$ cat src/rtl/icache_s2_nway_if.sv
// rtl/icache_s2_nway_if.sv - s1 / AXI bridge / CPU facing signal bundle for icache_s2_nway
// slave = cache side, master = surrounding pipeline and bridge.
interface icache_s2_nway_if #(
  parameter int WAYS       = 2,
  parameter int LINE_WORDS = 8,
  parameter int SETS       = 128,
  parameter int TAG_W      = 20
);
  localparam int IDX_W = $clog2(SETS);

  logic                    req_i;
  logic [31:0]             paddr_i;
  logic                    cached_i;
  logic [WAYS*TAG_W-1:0]   tag_i;
  logic [WAYS-1:0]         valid_i;
  logic [WAYS*32-1:0]      data_i;
  logic                    flush_i;
  logic                    axi_req_o;
  logic [31:0]             axi_addr_o;
  logic                    uc_req_o;
  logic [31:0]             uc_addr_o;
  logic                    axi_ack_i;
  logic                    rend_i;
  logic [LINE_WORDS*32-1:0] rline_i;
  logic                    wr_en_o;
  logic [WAYS-1:0]         wr_way_o;
  logic [IDX_W-1:0]        wr_index_o;
  logic [TAG_W-1:0]        wr_tag_o;
  logic [LINE_WORDS*32-1:0] wr_line_o;
  logic                    stall_o;
  logic [WAYS-1:0]         hit_way_o;
  logic [31:0]             rdata_o;
  logic                    rvalid_o;
  logic                    cpu_ready_i;

  modport slave (
    input  req_i, paddr_i, cached_i, tag_i, valid_i, data_i, flush_i,
           axi_ack_i, rend_i, rline_i, cpu_ready_i,
    output axi_req_o, axi_addr_o, uc_req_o, uc_addr_o,
           wr_en_o, wr_way_o, wr_index_o, wr_tag_o, wr_line_o,
           stall_o, hit_way_o, rdata_o, rvalid_o
  );

  modport master (
    output req_i, paddr_i, cached_i, tag_i, valid_i, data_i, flush_i,
           axi_ack_i, rend_i, rline_i, cpu_ready_i,
    input  axi_req_o, axi_addr_o, uc_req_o, uc_addr_o,
           wr_en_o, wr_way_o, wr_index_o, wr_tag_o, wr_line_o,
           stall_o, hit_way_o, rdata_o, rvalid_o
  );
endinterface

$ cat src/rtl/icache_s2_nway.sv
// rtl/icache_s2_nway.sv - icache stage 2: N-way tag compare, tree-PLRU, line refill, uncached fetch
// Way indices are carried as 2 bits and PLRU as 3 bits per set so WAYS=2 and WAYS=4 share one datapath.
module icache_s2_nway #(
  parameter int WAYS       = 2,
  parameter int LINE_WORDS = 8,
  parameter int SETS       = 128,
  parameter int TAG_W      = 20
) (
  input logic             clk,
  input logic             rst_n,
  icache_s2_nway_if.slave bus
);
  localparam int WOFF_W = $clog2(LINE_WORDS);
  localparam int OFF    = WOFF_W + 2;
  localparam int IDX_W  = $clog2(SETS);

  typedef enum logic [2:0] {IDLE, MISS, REFILL, UNCACHED, UC_WAIT, HOLD} state_t;

  state_t                    r_state, w_next;
  logic [31:0]               r_paddr;
  logic [1:0]                r_victim;
  logic [31:0]               r_word;
  logic                      r_wr_en;
  logic [LINE_WORDS*32-1:0]  r_line;
  logic [2:0]                r_plru [SETS];

  logic [TAG_W-1:0]  w_tag;
  logic [IDX_W-1:0]  w_idx, w_r_idx;
  logic [WAYS-1:0]   w_match;
  logic              w_any_hit, w_any_inv, w_lookup, w_hit;
  logic [1:0]        w_hit_idx, w_inv_idx, w_victim;
  logic [31:0]       w_hit_data, w_rdata;
  logic [WOFF_W+4:0] w_word_base;
  logic              w_latch_miss, w_latch_uc, w_fill_done, w_uc_done;
  logic              w_axi_req, w_uc_req, w_rvalid, w_stall;

  function automatic logic [WAYS-1:0] to_onehot(input logic [1:0] idx);
    logic [WAYS-1:0] oh;
    oh = '0;
    for (int w = 0; w < WAYS; w++) oh[w] = (idx == 2'(w));
    return oh;
  endfunction

  // 2 ways: bit0 names the way to replace. 4 ways: bit0 = root (1 -> ways 2/3),
  // bit1 = leaf of ways 0/1, bit2 = leaf of ways 2/3.
  function automatic logic [1:0] plru_victim(input logic [2:0] p);
    if (WAYS == 2) return {1'b0, p[0]};
    return p[0] ? {1'b1, p[2]} : {1'b0, p[1]};
  endfunction

  function automatic logic [2:0] plru_touch(input logic [2:0] p, input logic [1:0] idx);
    logic [2:0] n;
    n = p;
    if (WAYS == 2) begin
      n = {2'b00, ~idx[0]};
    end else begin
      n[0] = ~idx[1];
      if (idx[1]) n[2] = ~idx[0];
      else        n[1] = ~idx[0];
    end
    return n;
  endfunction

  assign w_tag       = bus.paddr_i[31 -: TAG_W];
  assign w_idx       = bus.paddr_i[OFF +: IDX_W];
  assign w_r_idx     = r_paddr[OFF +: IDX_W];
  assign w_word_base = {r_paddr[OFF-1:2], 5'd0};
  assign w_lookup    = bus.req_i & bus.cached_i & (r_state == IDLE);

  // Descending scan so the lowest matching / invalid way is the one kept.
  always_comb begin
    w_match   = '0;
    w_any_hit = 1'b0;
    w_hit_idx = '0;
    w_any_inv = 1'b0;
    w_inv_idx = '0;
    for (int w = WAYS - 1; w >= 0; w--) begin
      w_match[w] = bus.valid_i[w] & (bus.tag_i[w*TAG_W +: TAG_W] == w_tag);
      if (w_match[w]) begin
        w_any_hit = 1'b1;
        w_hit_idx = 2'(w);
      end
      if (!bus.valid_i[w]) begin
        w_any_inv = 1'b1;
        w_inv_idx = 2'(w);
      end
    end
  end

  assign w_hit      = w_lookup & w_any_hit;
  assign w_hit_data = bus.data_i[{w_hit_idx, 5'd0} +: 32];
  assign w_victim   = w_any_inv ? w_inv_idx : plru_victim(r_plru[w_idx]);

  always_ff @(posedge clk or negedge rst_n) begin
    if (!rst_n) r_state <= IDLE;
    else        r_state <= w_next;
  end

  always_comb begin
    w_next       = r_state;
    w_axi_req    = 1'b0;
    w_uc_req     = 1'b0;
    w_rvalid     = 1'b0;
    w_rdata      = '0;
    w_stall      = 1'b1;
    w_latch_miss = 1'b0;
    w_latch_uc   = 1'b0;
    w_fill_done  = 1'b0;
    w_uc_done    = 1'b0;
    case (r_state)
      IDLE: begin
        w_stall = 1'b0;
        if (bus.req_i) begin
          if (!bus.cached_i) begin
            w_stall    = 1'b1;
            w_latch_uc = 1'b1;
            w_next     = UNCACHED;
          end else if (w_any_hit) begin
            w_rvalid = 1'b1;
            w_rdata  = w_hit_data;
          end else begin
            w_stall      = 1'b1;
            w_latch_miss = 1'b1;
            w_next       = MISS;
          end
        end
      end
      MISS: begin
        w_axi_req = 1'b1;
        if (bus.axi_ack_i) begin
          w_fill_done = bus.rend_i;
          w_next      = bus.rend_i ? HOLD : REFILL;
        end
      end
      REFILL: begin
        if (bus.rend_i) begin
          w_fill_done = 1'b1;
          w_next      = HOLD;
        end
      end
      UNCACHED: begin
        w_uc_req = 1'b1;
        if (bus.axi_ack_i) begin
          w_uc_done = bus.rend_i;
          w_next    = bus.rend_i ? HOLD : UC_WAIT;
        end
      end
      UC_WAIT: begin
        if (bus.rend_i) begin
          w_uc_done = 1'b1;
          w_next    = HOLD;
        end
      end
      HOLD: begin
        w_rvalid = 1'b1;
        w_rdata  = r_word;
        if (bus.cpu_ready_i) w_next = IDLE;
      end
      default: w_next = IDLE;
    endcase
  end

  always_ff @(posedge clk or negedge rst_n) begin
    if (!rst_n) begin
      r_paddr  <= '0;
      r_victim <= '0;
      r_word   <= '0;
      r_wr_en  <= 1'b0;
      r_line   <= '0;
    end else begin
      r_wr_en <= w_fill_done;
      if (w_latch_miss | w_latch_uc) r_paddr  <= bus.paddr_i;
      if (w_latch_miss)              r_victim <= w_victim;
      if (w_fill_done) begin
        r_line <= bus.rline_i;
        r_word <= bus.rline_i[w_word_base +: 32];
      end else if (w_uc_done) begin
        r_word <= bus.rline_i[31:0];
      end
    end
  end

  // Flush takes priority over any replacement update landing on the same edge.
  always_ff @(posedge clk or negedge rst_n) begin
    if (!rst_n) begin
      for (int s = 0; s < SETS; s++) r_plru[s] <= '0;
    end else if (bus.flush_i) begin
      for (int s = 0; s < SETS; s++) r_plru[s] <= '0;
    end else if (w_hit) begin
      r_plru[w_idx] <= plru_touch(r_plru[w_idx], w_hit_idx);
    end else if (w_fill_done) begin
      r_plru[w_r_idx] <= plru_touch(r_plru[w_r_idx], r_victim);
    end
  end

  assign bus.axi_req_o  = w_axi_req;
  assign bus.axi_addr_o = w_axi_req ? {r_paddr[31:OFF], {OFF{1'b0}}} : '0;
  assign bus.uc_req_o   = w_uc_req;
  assign bus.uc_addr_o  = w_uc_req ? r_paddr : '0;
  assign bus.wr_en_o    = r_wr_en;
  assign bus.wr_way_o   = r_wr_en ? to_onehot(r_victim) : '0;
  assign bus.wr_index_o = r_wr_en ? w_r_idx : '0;
  assign bus.wr_tag_o   = r_wr_en ? r_paddr[31 -: TAG_W] : '0;
  assign bus.wr_line_o  = r_wr_en ? r_line : '0;
  assign bus.stall_o    = w_stall;
  assign bus.hit_way_o  = w_hit ? to_onehot(w_hit_idx) : '0;
  assign bus.rdata_o    = w_rdata;
  assign bus.rvalid_o   = w_rvalid;
endmodule
$ cat src/flat_wrapper.sv
// flat-port wrapper written by rule: the top's interface ports become plain ports
module icache_s2_nway_flat 
#(
  parameter int WAYS       = 2,
  parameter int LINE_WORDS = 8,
  parameter int SETS       = 128,
  parameter int TAG_W      = 20
)
  (clk, rst_n, bus_req_i, bus_paddr_i, bus_cached_i, bus_tag_i, bus_valid_i, bus_data_i, bus_flush_i, bus_axi_ack_i, bus_rend_i, bus_rline_i, bus_cpu_ready_i, bus_axi_req_o, bus_axi_addr_o, bus_uc_req_o, bus_uc_addr_o, bus_wr_en_o, bus_wr_way_o, bus_wr_index_o, bus_wr_tag_o, bus_wr_line_o, bus_stall_o, bus_hit_way_o, bus_rdata_o, bus_rvalid_o);
  icache_s2_nway_if #(.WAYS(WAYS), .LINE_WORDS(LINE_WORDS), .SETS(SETS), .TAG_W(TAG_W)) bus_i ();
  input logic clk;
  input logic rst_n;
  input wire logic [$bits(bus_i.req_i)-1:0] bus_req_i;
  input wire logic [$bits(bus_i.paddr_i)-1:0] bus_paddr_i;
  input wire logic [$bits(bus_i.cached_i)-1:0] bus_cached_i;
  input wire logic [$bits(bus_i.tag_i)-1:0] bus_tag_i;
  input wire logic [$bits(bus_i.valid_i)-1:0] bus_valid_i;
  input wire logic [$bits(bus_i.data_i)-1:0] bus_data_i;
  input wire logic [$bits(bus_i.flush_i)-1:0] bus_flush_i;
  input wire logic [$bits(bus_i.axi_ack_i)-1:0] bus_axi_ack_i;
  input wire logic [$bits(bus_i.rend_i)-1:0] bus_rend_i;
  input wire logic [$bits(bus_i.rline_i)-1:0] bus_rline_i;
  input wire logic [$bits(bus_i.cpu_ready_i)-1:0] bus_cpu_ready_i;
  output wire logic [$bits(bus_i.axi_req_o)-1:0] bus_axi_req_o;
  output wire logic [$bits(bus_i.axi_addr_o)-1:0] bus_axi_addr_o;
  output wire logic [$bits(bus_i.uc_req_o)-1:0] bus_uc_req_o;
  output wire logic [$bits(bus_i.uc_addr_o)-1:0] bus_uc_addr_o;
  output wire logic [$bits(bus_i.wr_en_o)-1:0] bus_wr_en_o;
  output wire logic [$bits(bus_i.wr_way_o)-1:0] bus_wr_way_o;
  output wire logic [$bits(bus_i.wr_index_o)-1:0] bus_wr_index_o;
  output wire logic [$bits(bus_i.wr_tag_o)-1:0] bus_wr_tag_o;
  output wire logic [$bits(bus_i.wr_line_o)-1:0] bus_wr_line_o;
  output wire logic [$bits(bus_i.stall_o)-1:0] bus_stall_o;
  output wire logic [$bits(bus_i.hit_way_o)-1:0] bus_hit_way_o;
  output wire logic [$bits(bus_i.rdata_o)-1:0] bus_rdata_o;
  output wire logic [$bits(bus_i.rvalid_o)-1:0] bus_rvalid_o;
  assign bus_i.req_i = bus_req_i;
  assign bus_i.paddr_i = bus_paddr_i;
  assign bus_i.cached_i = bus_cached_i;
  assign bus_i.tag_i = bus_tag_i;
  assign bus_i.valid_i = bus_valid_i;
  assign bus_i.data_i = bus_data_i;
  assign bus_i.flush_i = bus_flush_i;
  assign bus_i.axi_ack_i = bus_axi_ack_i;
  assign bus_i.rend_i = bus_rend_i;
  assign bus_i.rline_i = bus_rline_i;
  assign bus_i.cpu_ready_i = bus_cpu_ready_i;
  assign bus_axi_req_o = bus_i.axi_req_o;
  assign bus_axi_addr_o = bus_i.axi_addr_o;
  assign bus_uc_req_o = bus_i.uc_req_o;
  assign bus_uc_addr_o = bus_i.uc_addr_o;
  assign bus_wr_en_o = bus_i.wr_en_o;
  assign bus_wr_way_o = bus_i.wr_way_o;
  assign bus_wr_index_o = bus_i.wr_index_o;
  assign bus_wr_tag_o = bus_i.wr_tag_o;
  assign bus_wr_line_o = bus_i.wr_line_o;
  assign bus_stall_o = bus_i.stall_o;
  assign bus_hit_way_o = bus_i.hit_way_o;
  assign bus_rdata_o = bus_i.rdata_o;
  assign bus_rvalid_o = bus_i.rvalid_o;
  icache_s2_nway #(.WAYS(WAYS), .LINE_WORDS(LINE_WORDS), .SETS(SETS), .TAG_W(TAG_W)) u_core (.clk(clk), .rst_n(rst_n), .bus(bus_i));
endmodule
$ cat config.mk
export PLATFORM = sky130hd
export DESIGN_NAME = icache_s2_nway_flat
export DESIGN_NICKNAME = d
export VERILOG_FILES = /design/src/rtl/icache_s2_nway_if.sv /design/src/rtl/icache_s2_nway.sv /design/src/flat_wrapper.sv
export SDC_FILE = /design/constraint.sdc
export NUM_CORES = 2
export LEC_CHECK = 0
export BUFFER_PORTS_ARGS = -buffer_cell sky130_fd_sc_hd__buf_4
export CORE_AREA = 3 3 304 306
export CTS_BUF_LIST = sky130_fd_sc_hd__clkbuf_2 sky130_fd_sc_hd__clkbuf_4 sky130_fd_sc_hd__clkbuf_8
export CTS_CLUSTER_DIAMETER = 60
export CTS_CLUSTER_SIZE = 30
export DETAILED_ROUTE_END_ITERATION = 10
export DIE_AREA = 0 0 307 309
export GPL_TIMING_DRIVEN = 0
export SYNTH_ARGS = -nofsm -noshare
export SYNTH_HDL_FRONTEND = slang
export SYNTH_SLANG_ARGS = --single-unit
export TNS_END_PERCENT = 30
$ cat constraint.sdc
create_clock -name clk -period 7.5 [get_ports clk]
set_clock_uncertainty 0.2 [all_clocks]
set_input_delay 0.375 -clock clk [delete_from_list [all_inputs] [get_ports clk]]
set_output_delay 0.375 -clock clk [all_outputs]
set_load 0.05 [all_outputs]
# Yosys cells after proc, flatten, opt, wreduce, memory -nomap -nowiden
# Index checks and enable logic that the tools add are counted.
# totals
latch_bits	0
memories	0
input_bits	402
elab_cells	243
rom_bits	0
ramBits	0
out_inout_bits	388
ff_bits	710
# op_classes
n_mux	69
addsub	0
shifts	2
n_bitwise	10
div_mod_pow	0
mul	0
n_lt_le_gt_ge	4
n_reduce_logical	9
eq_ne	15
# ops
op	n
$mux 384	3
$bwmux 384	2
$mux 256	1
$shiftx 256x9->32	1
$mux 32	7
$pmux 32 s2	1
$shiftx 64x8->32	1
$mux 3	15
$demux 3 s7	2
$eq 20x20->1	2
$mux 1	26
$bmux 3 s7	1
$mux 20	1
$ge 8x8->1 const B	2
$lt 8x1->1 const B	2
$not 7->8	2
$pmux 3 s5	1
$mux 2	5
$ne 2x2->1 const B	4
$mux 7	1
$eq 3x2->1 const B	2
$eq 3x3->1 const B	2
$pmux 1 s2	3
$reduce_and 6->1	1
13 further kinds	21

# Depth between registers and ports, before layout
# depth
ltp_word	11
mapped_depth	11
mapped_depth_nobuf	9

# Least setup slack after synthesis
# No wires, ideal clock.
# synth_timing
kind	input-to-output
startpoint	input port bus_paddr_i[13]
endpoint	output port bus_rdata_o[0]
setup_slack_ps	4132
arrival_ps	2793
path_buffers	2
stages	8
t_required_ps	6925
path_cell_list	xnor2_1 > nand4_1 > or4_1 > buf_4 > nor3_2 > clkbuf_1 > a22oi_1 > nand2_1
# synth_between
elab_chain_cells	9
word_cells_on_any_way	13
classes_between	2 x eq/ne; 1 x shift; 8 x mux; 2 x bitwise
# synth_lines
item	line_no	rtl
from (decl)	flat_wrapper.sv:14	input wire logic [$bits(bus_i.paddr_i)-1:0] bus_paddr_i;
$eq 20x20->1	icache_s2_nway.sv:78	w_match[w] = bus.valid_i[w] & (bus.tag_i[w*TAG_W +: TAG_W] == w_tag);
$and 1x1->1	icache_s2_nway.sv:78	
$mux 1	icache_s2_nway.sv:79	if (w_match[w]) begin
$mux 2	icache_s2_nway.sv:79	
$shiftx 64x8->32	icache_s2_nway.sv:91	assign w_hit_data = bus.data_i[{w_hit_idx, 5'd0} +: 32];
$mux 32 *	icache_s2_nway.sv:118	end else if (w_any_hit) begin
$mux 32 *	icache_s2_nway.sv:114	if (!bus.cached_i) begin
$mux 32 *	icache_s2_nway.sv:113	if (bus.req_i) begin
$pmux 32 s2 *	icache_s2_nway.sv:110	case (r_state)
to (decl)	flat_wrapper.sv:35	output wire logic [$bits(bus_i.rdata_o)-1:0] bus_rdata_o;
# Every way passes the cells marked *; elsewhere a longest branch is shown, timed or not.

# Final worst setup path
# layout_timing
startpoint	input port bus_paddr_i[23]
endpoint	output port bus_rdata_o[14]
# The elaborated chain is that of the path after synthesis.

==> impl_results.md <==
- Crit-path leading delay family: simple AND/OR/NAND/NOR gates
- Area grow syn2layout: 42.3%
- Share of post-route cells with drive strength above 1: 27.5%
- Crit path DAT: 4.47 ns
- Max Cap Viol: 1
- Pin count of the biggest net entering global routing: 110
- FMAX: 198 MHz
- # nets final: 4830
- DRC Markers: 0
- Worst EP required: 6.92 ns
- Most common cell in the netlist: nand2_1
- Worst hold-check path type: input port to async pin
- # port buffers: 783
- Root buffer cell: clkbuf_8
- Clk_lat worst skew: 0.79 ns
- Pleak: 19.1 nW
- # clock sinks: 453
- First-pass GRT wire length: 252000 um
- Status: complete, but fails checks
- Cell area after layout: 0.0404 sq mm
- PwrDens: 304 mW/mm^2
- Tcrit/Tclk final: 67.3%
- Synth cell types: 73
- Total die area: 0.0949 sq mm
- Post-synthesis simple-gate area fraction: 27.2%
- Via count: 32.9k
- Setup Viol. Count Final: 0
- Die width: 307 um
- Post-CTS Setup Inserts: 0
- Period minus WS final: 5.04 ns
- Crit path kind: input port to primary output
- Avg Synthesized Cell Area: 8.65 sq um
- Mux contribution to synthesized area: 13.7%
- Post-synth EDFFs: 0
- Remaining antenna violation count after routing: 0
- CORE AREA: 0.0899 sq mm
- Worst path bufs/invs: 5
- Yosys top cell by area: dfrtp_1
- H-Tree Depth: 2
- Inserted Clock Buffers: 58
- Yosys warns: 0
- Unrepaired setup endpoints after global routing: false
- Mapped cell area: 0.0284 sq mm
- Final Hold Fails: 0
- Vias in the first global route: 31.9k
- Fill cell count: 9010
- Ys async rst share: 100%
- Setup WS pre-CTS: 3.19 ns
- CTS clk-pin slew, worst paths: 0.11 ns
- Synth area leaders: dfrtp_1 40%, nand2_1 12%, and2_1 6.9%
- Avg Vias per Cell: 5.79
- Hpwl dp: 146000 um
- Crit-path slowest cell: nor3b_2
- CTS tree: done
- Die H: 309 um
- Register area share after synthesis: 39.9%
- Pins Over Slew Limit: 0
- Iteration count of the initial detailed-routing pass: 8
- Synth Area in Compound Gates: 13.4%
- Max VDD drop: 188 uV
- Yosys reg bits: 453
- Synth top area share: 39.9%
- Startpoint types: input port
- I/O Pins: 790
- Clock Path Buffers: 3
- Post-Synth Adder-Cell Area: 0%
- Post-Synth XOR/XNOR Area: 1.23%
- Tot GR Track Use: 37.9%
- Top post-synthesis cells by count: 929 x nand2_1, 453 x dfrtp_1, 315 x and2_1
- Critical path cell sequence: dlygate4sd3_1 -> buf_4 -> xnor2_1 -> nand4_1 -> nor4_1 -> and4_1 -> buf_2 -> nor3b_2 -> buf_2 -> nand2_1 -> nand2_1 -> buf_4
- Dominant synthesized flop cell: dfrtp_1
- Placed cell areas: 0.0359 sq mm
- Violated checks: capacitance limit
- Largest family of logic cells by synthesized area: simple AND/OR/NAND/NOR gates
- Iter 0 DRT Violations: 4525
- Final setup TNS: 0 ns
- CP peak stage delay: 0.75 ns
- Max FO, Critical Path: 10
- Setup crit end kind: primary output
- Site Rows: 110
- Worst-Margin Slew: 1.48 ns
- Fin worst setup slack: 2.46 ns
- Initial antenna violation count: 25
- Gr ovfl total: 0
- Final wirelength: 187000 um
- Rel. slew slack: 0.704%
- Post-synthesis cell count: 3281
- Hold_buf cts: 292
- Drt wl/cell: 32.9 um
- Placer congestion estimate: 1.07
- Post-CTS Resized: 0
- Initial Utilization: 31.6%
==> area by class of cell <==
| cell class | count | area, sq um | share of cell area, % |
|---|---|---|---|
| multi-input cells | 2533 | 15800 | 39.2 |
| flip-flops and latches | 453 | 11300 | 28.1 |
| repair buffers | 1083 | 8970 | 22.2 |
| well taps | 1176 | 1470 | 3.64 |
| plain buffers | 290 | 1240 | 3.08 |
| clock buffers | 60 | 826 | 2.04 |
| clock inverters | 48 | 638 | 1.58 |
| diodes | 23 | 57.6 | 0.142 |
| inverters | 9 | 33.8 | 0.0836 |
==> state kept, by name, summed over array words and instances, names as in the netlist <==
signal	cells
u_core.r_line	256
u_core.r_plru	128
u_core.r_paddr	32
u_core.r_word	32
u_core.r_state	3
u_core.bus.wr_en_o	1
u_core.r_victim	1
==> cell families after synthesis <==
group,count (synthesis)
simple gates,1632
xor+xnor,40
mux,277
other cells,1
flops,453
compound gates,579
buf+inv,299
==> worst paths after layout <==
path                                   start                 end  slack (ns)  cells after the start
min in group clk             bus_cpu_ready_i   u_core.r_state[1]        0.11                      6
min                                    rst_n  u_core.r_line[153]        0.08                      3
min reg2reg                u_core.r_line[74]   u_core.r_line[74]        0.27                      2
max in group asynchronous              rst_n  u_core.r_paddr[26]        5.51                      5
max reg2reg                u_core.r_state[0]   u_core.r_plru[60]        3.29                     11
max                          bus_paddr_i[23]     bus_rdata_o[14]        2.46                     12
==> worst reg2reg max path: cells and delay by family, from the launching register on <==
kind | cells | cell delay [ns]
compound gates | 3 | 0.71
buf+inv | 3 | 1.34
flops | 1 | 0.41
simple gates | 4 | 1.08
mux | 1 | 0.35
==> placed cells by master (no fill, tap or decap), drive strengths merged, types with 90 or more instances in the layout <==
master,netlist,layout
clkbuf,204,264
mux2,178,178
a21oi,143,143
and2,316,316
nand2,931,931
dfrtp,453,453
dlygate4sd3,0,292
nand3,90,90
buf,86,877
o21ai,126,126
==> routing by layer <==
metal	track usage [%]	wire [um]	up-vias	part of all wire, %
li1	-	-	13700	-
met1	48.9	72500	16100	39
met2	56.4	79700	2502	43
met3	12.3	22300	569	12
met4	20.8	12300	6	6.6
met5	0	34	-	0.018
==> stage by stage <==
| step | total power (W) | utilization [%] | instances | hold WS (ns) |
|---|---|---|---|---|
| floorplan | 0.00703 | - | 3285 | -0.121 |
| detailed placement | 0.00958 | 40.0 | 5252 | -0.0335 |
| global route | 0.0127 | 44.9 | 5664 | 0.102 |
| finish | 0.0123 | 44.9 | 5675 | 0.0828 |
| global placement | 0.00951 | 39.8 | 5244 | 0.251 |
| CTS | 0.0121 | 44.9 | 5652 | 0.0349 |
==> power breakdown <==
part           internal (W)  switching (W)
clock network       0.00108        0.00130
registers           0.00325       0.000839
logic               0.00189        0.00393
total               0.00623        0.00607
No activity file was read; power rests on OpenSTA's default activity.
